[src/rtl/usb_bus_scheduler.sv]
// usb_bus_scheduler
//   Arbitrates a half-duplex FTDI synchronous FIFO bus between a TX source
//   FIFO (FPGA -> host) and an RX sink FIFO (host -> FPGA). Bursts are
//   limited to BURST_MAX words per grant and each burst is followed by
//   TURNAROUND idle bus cycles. When both directions are ready at once the
//   grant alternates, starting with TX after reset.
//
// Parameters
//   BURST_MAX   max words per direction grant (1..65535)
//   TURNAROUND  idle bus cycles after each burst (1..15)
//
// Ports
//   clk_in      FTDI bus clock, all logic on its rising edge
//   rst_in      synchronous active-low reset
//   usb_txe     FTDI can accept a write word
//   usb_rxf     FTDI holds a read word
//   tx_avail    TX source FIFO non-empty
//   rx_space    RX sink FIFO not full
//   usb_wr      write strobe to FTDI
//   usb_rd      read strobe to FTDI
//   usb_oe      FTDI output-enable
//   data_drive  FPGA drives DATA/BE
//   tx_pop      one TX word consumed this cycle
//   rx_push     one RX word captured this cycle
//   busy        scheduler is not idle
//
// Optional feature (macro USB_SCHED_STATS_EN)
//   wr_words    free-running count of tx_pop, wraps at 2^32
//   rd_words    free-running count of rx_push, wraps at 2^32
//
// State table
//   state    | meaning
//   IDLE     | bus parked, evaluating tx/rx requests
//   WR_BURST | FPGA drives bus, writing words to FTDI
//   RD_OE    | one-cycle FTDI output-enable lead-in before reading
//   RD_BURST | FTDI drives bus, reading words into RX FIFO
//   GAP      | bus turnaround, everything released

module usb_bus_scheduler #(
  parameter int BURST_MAX  = 256,
  parameter int TURNAROUND = 1
) (
  input  logic        clk_in,
  input  logic        rst_in,
  input  logic        usb_txe,
  input  logic        usb_rxf,
  input  logic        tx_avail,
  input  logic        rx_space,
  output logic        usb_wr,
  output logic        usb_rd,
  output logic        usb_oe,
  output logic        data_drive,
  output logic        tx_pop,
  output logic        rx_push,
  output logic        busy
`ifdef USB_SCHED_STATS_EN
  ,
  output logic [31:0] wr_words,
  output logic [31:0] rd_words
`endif
);

  typedef enum logic [2:0] {
    IDLE     = 3'd0,
    WR_BURST = 3'd1,
    RD_OE    = 3'd2,
    RD_BURST = 3'd3,
    GAP      = 3'd4
  } state_t;

  localparam logic        DIR_TX    = 1'b0;
  localparam logic        DIR_RX    = 1'b1;
  localparam logic [16:0] BURST_LIM = 17'(BURST_MAX);
  localparam logic [3:0]  GAP_LOAD  = 4'(TURNAROUND - 1);

  state_t      state, state_nxt;
  logic [15:0] word_cnt, word_cnt_nxt;
  logic [3:0]  gap_cnt, gap_cnt_nxt;
  logic        last_dir, last_dir_nxt;

  logic        tx_req, rx_req;
  logic [16:0] word_inc;
  logic        last_word;

  assign tx_req    = usb_txe & tx_avail;
  assign rx_req    = usb_rxf & rx_space;
  // 17-bit so BURST_MAX = 65535 compares without overflow
  assign word_inc  = {1'b0, word_cnt} + 17'd1;
  assign last_word = (word_inc == BURST_LIM);

  always_ff @(posedge clk_in) begin
    if (!rst_in) begin
      state    <= IDLE;
      word_cnt <= 16'd0;
      gap_cnt  <= 4'd0;
      last_dir <= DIR_RX;
    end else begin
      state    <= state_nxt;
      word_cnt <= word_cnt_nxt;
      gap_cnt  <= gap_cnt_nxt;
      last_dir <= last_dir_nxt;
    end
  end

  always_comb begin
    state_nxt    = state;
    word_cnt_nxt = word_cnt;
    gap_cnt_nxt  = gap_cnt;
    last_dir_nxt = last_dir;
    usb_wr       = 1'b0;
    usb_rd       = 1'b0;
    usb_oe       = 1'b0;
    data_drive   = 1'b0;
    tx_pop       = 1'b0;
    rx_push      = 1'b0;
    busy         = (state != IDLE);

    case (state)
      IDLE: begin
        // On contention, TX wins only if RX had the previous grant
        if (tx_req && (!rx_req || last_dir == DIR_RX)) begin
          state_nxt    = WR_BURST;
          word_cnt_nxt = 16'd0;
          last_dir_nxt = DIR_TX;
        end else if (rx_req) begin
          state_nxt    = RD_OE;
          word_cnt_nxt = 16'd0;
          last_dir_nxt = DIR_RX;
        end
      end

      WR_BURST: begin
        data_drive = 1'b1;
        usb_wr     = tx_avail;
        tx_pop     = tx_avail & usb_txe;
        if (tx_pop) begin
          word_cnt_nxt = word_inc[15:0];
        end
        if (!usb_txe || !tx_avail || (tx_pop && last_word)) begin
          state_nxt   = GAP;
          gap_cnt_nxt = GAP_LOAD;
        end
      end

      RD_OE: begin
        usb_oe    = 1'b1;
        state_nxt = RD_BURST;
      end

      RD_BURST: begin
        usb_oe  = 1'b1;
        usb_rd  = rx_space;
        rx_push = rx_space & usb_rxf;
        if (rx_push) begin
          word_cnt_nxt = word_inc[15:0];
        end
        if (!usb_rxf || !rx_space || (rx_push && last_word)) begin
          state_nxt   = GAP;
          gap_cnt_nxt = GAP_LOAD;
        end
      end

      GAP: begin
        // Down-counter loaded with TURNAROUND-1, leaves on terminal count
        if (gap_cnt == 4'd0) begin
          state_nxt = IDLE;
        end else begin
          gap_cnt_nxt = gap_cnt - 4'd1;
        end
      end

      default: begin
        state_nxt = IDLE;
      end
    endcase
  end

`ifdef USB_SCHED_STATS_EN
  always_ff @(posedge clk_in) begin
    if (!rst_in) begin
      wr_words <= 32'd0;
      rd_words <= 32'd0;
    end else begin
      if (tx_pop) begin
        wr_words <= wr_words + 32'd1;
      end
      if (rx_push) begin
        rd_words <= rd_words + 32'd1;
      end
    end
  end
`endif

endmodule
[config.mk]
export PLATFORM = sky130hd
export DESIGN_NAME = usb_bus_scheduler
export DESIGN_NICKNAME = d
export VERILOG_FILES = /design/src/rtl/usb_bus_scheduler.sv
export SDC_FILE = /design/constraint.sdc
export NUM_CORES = 1
export LEC_CHECK = 0
export CORE_AREA = 2 2 48 67
export DETAILED_ROUTE_END_ITERATION = 6
export DIE_AREA = 0 0 50 69
export PLACE_DENSITY = 0.91
export SYNTH_ARGS = -nofsm -noshare
export SYNTH_HDL_FRONTEND = slang
export SYNTH_SLANG_ARGS = --single-unit
[constraint.sdc]
create_clock -name clk_in -period 3.1 [get_ports clk_in]
set_input_delay 0.62 -clock clk_in [delete_from_list [all_inputs] [get_ports clk_in]]
set_output_delay 0.62 -clock clk_in [all_outputs]
set_load 0.05 [all_outputs]
==> run summary <==
largest cells by area after synthesis: dfxtp_1 (29%), nand2_1 (6.3%), nor2_1 (6.3%)
metal2 WL: 1.98 mm
DR WL/cell: 14.8 um
Boundary Pins: 13
CP Cell Sequence: clkdlybuf4s50_1, and3_1, clkdlybuf4s50_1
Post-synth EDFFs: 0
Filler Cell Count: 224
Arr. time, crit path: 2.11 ns
router iterations before antenna repair: 4
CP max stage delay: 0.80 ns
crit start category: primary input
DR iter-0 viols: 50
Peak VDD IR: 0.000333 V
post-route clock skew: 0.00383 ns
final setup fails: 0
CTS Hold Bufs: 0
Pleak: 0.586 nW
insertion delay to the later sink of the worst-skew pair: 0.27 ns
Die Span Y: 69 um
root buffer cell: clkbuf_8
CTS resizes: 0
Vias: 1578
Main synth FF type: dfxtp_1
dpl hpwl: 2.59 mm
pre-CTS setup slack: 0.375 ns
crit-path most repeated cell: clkdlybuf4s50_1
Synth Warn #: 0
top sig layer: met4
NumNets Final: 222
syn avg cell area: 8.24 um^2
setup ws final: 0.375 ns
setup TNS: 0 ns
crit share post-route: 87.9%
final hold slack: 0.510 ns
Async SR Flop Fraction: 0%
crit path max fanout: 4
core area: 0.00285 mm^2
drc violations: 0
GP Congestion: 0.827
metal3 WL: 118 um
biggest area consumer among synthesized cells: dfxtp_1
share of layout cells above drive strength 1: 15.1%
register area: 480 um^2
max-cap violation count: 0
Required @ worst endpoint: 2.48 ns
max-slew violation total from the final report: 0
Remaining Overflow, GRT: 0
first-pass GRT wire length: 6.40 mm
Slew headroom: 66.8%
fin cells: 249
effective utilization at floorplan: 59.0%
post-route antenna net violation count: 0
Buf/Inv on CP: 2
critical path type: in -> out
CTS buffer count: 3
Hold Vio Cnt, Final: 0
PD cells: 423 mW/mm^2
ant diodes: 0
Max Clock Freq: 0.367 GHz
DIE WIDTH: 50 um
multi-input combinational cell area: 0.00108 mm^2
Worst-path clk slew: 0.09 ns
unrepaired setup endpoints after global routing: no
register area share after synthesis: 28.6%
vias in the first global route: 1494
final worst path period need: 2.73 ns
CP endpoint kind: primary output
status: finished, final reports clean
Mapped Area: 0.00168 mm^2
post-CTS setup buffers: 0
port bufs: 12
Vias/cell: 6.34
synthesis-to-finish area growth: 9.75%
placed cells: 245
Die ar.: 0.00345 mm^2
largest net degree at the start of global routing: 17
CTS H-tree depth: 1
Synth Register Bits: 24
Post-Route WL: 3.69 mm
clock sink count: 24
CTS Buffer Depth: 2
CTS tree: done
Yosys top cell area share: 28.6%
Routed met1 length: 1.54 mm
initial antenna violation count: 0
Synth Net Count: 213
delay-heaviest family, CP: buffers and inverters
min-delay worst type: reg -> reg
floorplan row count: 23
GRT Overall Usage: 23.0%
most frequent cells in the layout: nor2_1 (28), nand2_1 (28), dfxtp_1 (24)
Synth cell types: 64
Slowest-stage cell, CP: clkdlybuf4s50_1
Post-Syn Instances: 204
Worst Max-Slew Pin Slew: 0.497 ns
## registers in the layout, indices dropped and copies added (netlist names)
register / cells
last_dir: 1
gap_cnt: 4
word_cnt: 16
state: 3
## worst paths after layout
kind	slack (ns)	to	startpoint	cells past startpoint
worst max-delay path	0.37	usb_rd	rx_space	3
worst min-delay path	0.51	gap_cnt[0]	gap_cnt[0]	2
worst max register to register	0.73	gap_cnt[1]	word_cnt[0]	7
worst min register to register	0.51	gap_cnt[0]	gap_cnt[0]	2
## through the flow
step	area (um^2)	power (mW)	utilization [%]
6_report	1850	0.780	64.8
5_1_grt	1850	0.815	64.8
4_1_cts	1850	0.787	64.8
3_5_place_dp	1770	0.510	62.3
3_3_place_gp	1770	0.506	62.3
2_1_floorplan	1680	0.468	-
## cell families after synthesis
logic type | Yosys count | synth area share [%]
xor+xnor | 5 | 2.60
fa+ha+maj | 3 | 2.23
simple gates | 100 | 33.1
flops | 24 | 28.6
compound gates | 54 | 25.7
mux | 1 | 0.595
buf+inv | 17 | 7.14
## tightest hold or removal path, cell delays in order (launching register included)
cell and delay (ns):
dfxtp_1 0.34, nand2_1 0.06, o22ai_1 0.06
## cells in the mapped netlist (all sizes together) (2+ instances only)
library cell,number
nand2,28
nor2,28
dfxtp,24
o21ai,13
a21oi,11
nor3,10
buf,9
nand4,7
inv,5
nand3,5
a31oi,4
a41oi,4
xnor2,4
a211oi,3
a311oi,3
clkbuf,3
ha,3
nand3b,3
nor4,3
and3,2
and4,2
nand2b,2
o211ai,2
o32ai,2
or2,2
or3,2
## per-layer routing
metal  vias up  GRT usage (%)
li1        768              -
met1       755           26.7
met2        47           39.8
met3         8           3.25
met4         0           11.7
met5         -              0
## area by class of cell
type | instances | area share, %
multi-input combinational | 163 | 58.6
sequential | 24 | 26.0
timing repair buffer | 16 | 7.86
tap | 37 | 2.51
clock buffer | 3 | 2.24
clock inverter | 1 | 1.63
inverter | 5 | 1.15
## power breakdown
| group | switching, mW | internal [mW] |
|---|---|---|
| Sequential | 0.0230 | 0.317 |
| Clock | 0.104 | 0.173 |
| Combinational | 0.102 | 0.0614 |
(Power assumes the default switching activity.)
